===== src/rtl/uart_transmitter.sv =====
`timescale 1ns/1ps
// 8N1 UART transmitter: valid/ready byte intake, small circular FIFO, and a
// start/data/stop serialiser paced by a clock-cycle baud divider.
module uart_transmitter #(
  parameter int CLKS_PER_BIT = 10417,
  parameter int FIFO_DEPTH   = 4
) (
  input  logic       clk,
  input  logic       rst,
  input  logic [7:0] tx_data,
  input  logic       tx_valid,
  output logic       tx_ready,
  output logic       uart_out,
  output logic       tx_busy
);

  localparam int CNT_W = $clog2(CLKS_PER_BIT);
  localparam int PTR_W = $clog2(FIFO_DEPTH);
  localparam logic [CNT_W-1:0] BAUD_LAST  = CNT_W'(CLKS_PER_BIT - 1);
  localparam logic [PTR_W:0]   COUNT_FULL = (PTR_W + 1)'(FIFO_DEPTH);

  localparam logic [1:0] S_IDLE  = 2'd0;
  localparam logic [1:0] S_START = 2'd1;
  localparam logic [1:0] S_DATA  = 2'd2;
  localparam logic [1:0] S_STOP  = 2'd3;

  logic [7:0]       r_mem [FIFO_DEPTH];
  logic [PTR_W-1:0] r_wr_ptr;
  logic [PTR_W-1:0] r_rd_ptr;
  logic [PTR_W:0]   r_count;

  logic [1:0]       r_state;
  logic [CNT_W-1:0] r_baud;
  logic [2:0]       r_bit_idx;
  logic [7:0]       r_shift;
  logic             r_uart_out;

  logic w_full;
  logic w_empty;
  logic w_push;
  logic w_pop;
  logic w_baud_last;

  assign w_full      = (r_count == COUNT_FULL);
  assign w_empty     = (r_count == '0);
  // A full FIFO refuses the push even when the serialiser pops on this edge.
  assign w_push      = tx_valid && !w_full;
  assign w_baud_last = (r_baud == BAUD_LAST);
  assign w_pop       = !w_empty &&
                       ((r_state == S_IDLE) || ((r_state == S_STOP) && w_baud_last));

  // NOTE: the data array has no reset; pointers and count define what is valid.
  always_ff @(posedge clk) begin
    if (w_push) r_mem[r_wr_ptr] <= tx_data;
  end

  // NOTE: sequential state uses non-blocking assignments so every register
  // samples pre-edge values, matching the hardware.
  always_ff @(posedge clk or posedge rst) begin
    if (rst) begin
      r_wr_ptr <= '0;
      r_rd_ptr <= '0;
      r_count  <= '0;
    end else begin
      if (w_push) r_wr_ptr <= r_wr_ptr + 1'b1;
      if (w_pop)  r_rd_ptr <= r_rd_ptr + 1'b1;
      case ({w_push, w_pop})
        2'b10:   r_count <= r_count + 1'b1;
        2'b01:   r_count <= r_count - 1'b1;
        default: r_count <= r_count;
      endcase
    end
  end

  always_ff @(posedge clk or posedge rst) begin
    if (rst) begin
      r_state    <= S_IDLE;
      r_baud     <= '0;
      r_bit_idx  <= '0;
      r_shift    <= '0;
      r_uart_out <= 1'b1;
    end else begin
      case (r_state)
        S_IDLE: begin
          if (w_pop) begin
            r_shift    <= r_mem[r_rd_ptr];
            r_baud     <= '0;
            r_bit_idx  <= '0;
            r_uart_out <= 1'b0;
            r_state    <= S_START;
          end
        end
        S_START: begin
          if (w_baud_last) begin
            r_baud     <= '0;
            r_uart_out <= r_shift[0];
            r_state    <= S_DATA;
          end else begin
            r_baud <= r_baud + 1'b1;
          end
        end
        S_DATA: begin
          if (w_baud_last) begin
            r_baud <= '0;
            if (r_bit_idx == 3'd7) begin
              r_uart_out <= 1'b1;
              r_state    <= S_STOP;
            end else begin
              // The line register is loaded with the bit that becomes shift[0].
              r_shift    <= {1'b0, r_shift[7:1]};
              r_uart_out <= r_shift[1];
              r_bit_idx  <= r_bit_idx + 1'b1;
            end
          end else begin
            r_baud <= r_baud + 1'b1;
          end
        end
        S_STOP: begin
          if (w_baud_last) begin
            r_baud <= '0;
            if (w_pop) begin
              r_shift    <= r_mem[r_rd_ptr];
              r_bit_idx  <= '0;
              r_uart_out <= 1'b0;
              r_state    <= S_START;
            end else begin
              r_state <= S_IDLE;
            end
          end else begin
            r_baud <= r_baud + 1'b1;
          end
        end
        default: r_state <= S_IDLE;
      endcase
    end
  end

  assign tx_ready = !w_full;
  assign uart_out = r_uart_out;
  assign tx_busy  = (r_state != S_IDLE) || !w_empty;

endmodule


===== config.mk =====
export PLATFORM = sky130hd
export DESIGN_NAME = uart_transmitter
export DESIGN_NICKNAME = d
export VERILOG_FILES = /design/src/rtl/uart_transmitter.sv
export SDC_FILE = /design/constraint.sdc
export NUM_CORES = 1
export LEC_CHECK = 0
export ABC_AREA = 1
export CORE_MARGIN = 2
export CORE_UTILIZATION = 41
export DETAILED_ROUTE_END_ITERATION = 12
export PLACE_DENSITY = 0.64
export SLEW_MARGIN = 15
export SYNTH_ARGS = -nofsm -noshare
export SYNTH_HDL_FRONTEND = slang
export SYNTH_SLANG_ARGS = --single-unit

===== constraint.sdc =====
create_clock -name clk -period 2.7 [get_ports clk]
set_input_delay 0.54 -clock clk [delete_from_list [all_inputs] [get_ports clk]]
set_output_delay 0.54 -clock clk [all_outputs]
set_load 0.05 [all_outputs]

==> flow_summary.ini <==
[cts]
cts_resized = 0
clock_latency_ns = 0.34
cts_sinks = 67
htreeDepth = 3
cts_tree = done
clkTransAtPathRegs_ns = 0.08
cts_buffers = 9
clockBufferDepth = 2
holdBufCountCts = 0
cts_setup_buffers = 0
cts-root-buf = clkbuf_8

[global_route]
grt_usage = 0.160
grt_start_max_net_pins = 36
grt_pass1_wl_um = 10900
grt_pass1_vias = 2367
antenna_found_initial = 0
grt_overflow = 0

[synthesis]
syn_area_sq_um = 3340
synth.most_common_cell = nand2_1
synth_area_leaders = edfxtp_1, dfrtp_1, nand2_1
avgSynthCellArea_sq_um = 9.55
synth_top_area_share = 0.287
yosys_warnings = 0
ys_types = 34
yosysSeqAreaShare = 0.550
ys_top_cells_by_count = nand2_1, inv_1, dfrtp_1
ys_async_sr_fraction = 0.522
synth-seq-cells = 67
synth_edf_count = 32
yosys.area.top_type = edfxtp_1
synth_nets = 375
synthCells = 350
ys.flop_type = dfrtp_1

[place]
numPortBuffers = 13
post_dp_cell_area_sq_um = 3620
gp_congestion = 0.868
hpwlAfterDp_um = 4490

[drt]
initialDrtViolationCount = 107
first_pass_iters = 4
wl_per_cell_um = 13.1
drc = 0
antenna_left = 0
drt-total-wl_um = 6330
viasPerCell = 4.94
vias = 2386

[timing]
tns_ns = 0
skew_ns = 0.00972
slew_violations = 0
max_slew.worst_pin.slew_ns = 0.499
whs_ns = 0.467
fin_crit_sh = 0.877
fmax_mhz = 422
finalCriticalPeriod_ns = 2.37
rsz0062_at_grt = no
relSlewSlack = 0.666
final-setup-viol-count = 0
hold_viol_final = 0

[critical_path]
crit_family = adder cells
required_ns = 2.92
worstSetupPathType = reg2reg
start_kind = flop
path_cells = inv_1 > ha_1 > inv_1 > nand2_1 > nand3_4 > inv_1 > ha_1 > fa_1 > a21oi_1 > o21ai_0 > xor2_1
cp_slowest_stage_delay_ns = 0.39
slowest_stage = dfrtp_1
crit_top_cell = inv_1
arrival_ns = 2.59
cp_max_fo = 5
critPathCaptureType = flop
path_buf_inv = 3

[finish]
nFillCells = 726
areaGrowthSynthToFinish_pct = 15.0
multi_input_comb_area_sq_um = 1310
fin_area_sq_um = 3840
seq_area_sq_um = 1840
fin_nets = 401
diodes = 0
layout-drive-gt1-share = 0.115
utilization = 0.492

[outcome]
status = complete, no violations

[power]
vdd_drop_max_mv = 0.400
power.leakage_nw = 1.67
power_per_cell_area_nw_per_um2 = 668

[die]
core_area_sq_um = 7810
die_x_um = 94.3
io_pins = 14
start_util = 0.428
die_height_um = 94.3
core.rowCount = 32
die_area_sq_um = 8890

[worst_hold_path]
hp-class = reg2reg

[job]
maxCapViolCount = 0
[final cells by class]
class	count	area share
inverter	38	0.0371
sequential	67	0.478
tap	102	0.0332
clock buffer	9	0.0322
clock inverter	7	0.0273
multi-input combinational	237	0.339
timing repair buffer	23	0.0527
[registers in the layout (all words and copies together) (netlist names)]
name,flops
r_baud,14
r_bit_idx,3
r_count,3
r_mem,32
r_rd_ptr,2
r_shift,8
r_state,2
r_wr_ptr,2
uart_out,1
[stage by stage]
stage / power [mW] / cells / setup WS [ns]
floorplan: 1.51 / 350 / 0.479
global placement: 1.63 / 467 / 0.365
detailed placement: 1.64 / 467 / 0.334
CTS: 2.60 / 483 / 0.319
global route: 2.70 / 483 / 0.138
finish: 2.57 / 483 / 0.332
[worst reg2reg max path: stages (launching register included)]
cell	delay (ns)
dfrtp_1	0.39
inv_1	0.09
ha_1	0.26
inv_1	0.19
nand2_1	0.13
nand3_4	0.13
inv_1	0.08
ha_1	0.22
fa_1	0.38
a21oi_1	0.12
o21ai_0	0.11
xor2_1	0.15
[placed cells by master (no fill, tap or decap), drive strengths merged, types with 3 or more instances in the layout]
master | synthesis | final
a21oi | 7 | 7
nand4 | 10 | 10
inv | 36 | 40
nor2 | 28 | 28
edfxtp | 32 | 32
o22ai | 6 | 6
ha | 13 | 13
clkbuf | 2 | 9
nand3 | 33 | 33
nor3 | 3 | 3
clkdlybuf4s50 | 0 | 12
nand2 | 104 | 104
xor2 | 7 | 7
buf | 6 | 11
dfrtp | 34 | 34
o21ai | 16 | 16
[cells by family (layout without fill, tap and decap cells)]
| kind of cell | after synthesis | in the layout | synth area share |
|---|---|---|---|
| AND/OR/NAND/NOR | 181 | 181 | 0.251 |
| flip-flops | 67 | 67 | 0.550 |
| multiplexers | 1 | 1 | 0.00337 |
| adder cells (fa/ha/maj) | 14 | 14 | 0.0546 |
| AO/OA/AOI/OAI | 32 | 32 | 0.0573 |
| buffers and inverters | 46 | 77 | 0.0599 |
| XOR/XNOR | 9 | 9 | 0.0236 |
[worst paths after layout]
check	startpoint	to	slack, ns	cells after the start
setup reg to reg	r_state[0]	r_count[2]	0.33	11
hold / removal	uart_out	uart_out	0.47	2
setup / recovery	r_state[0]	r_count[2]	0.33	11
max in group asynchronous	rst	uart_out	1.74	3
hold reg to reg	uart_out	uart_out	0.47	2
min in group asynchronous	rst	r_wr_ptr[1]	0.61	3
[metal layers]
layer | global-route usage | vias up | wire [um]
met5 | 0 | - | 0
met4 | 0.0568 | 0 | 83
met3 | 0.0417 | 8 | 183
met2 | 0.267 | 31 | 3090
met1 | 0.201 | 1128 | 2970
li1 | - | 1219 | -
[report_power, final]
part	internal, mW	switching [mW]	leakage [nW]	total, mW
logic	0.132	0.209	0.832	0.342
registers	1.21	0.0504	0.728	1.26
clock network	0.536	0.426	0.113	0.962
total	1.88	0.685	1.67	2.57
No activity file was read; power rests on OpenSTA's default activity.
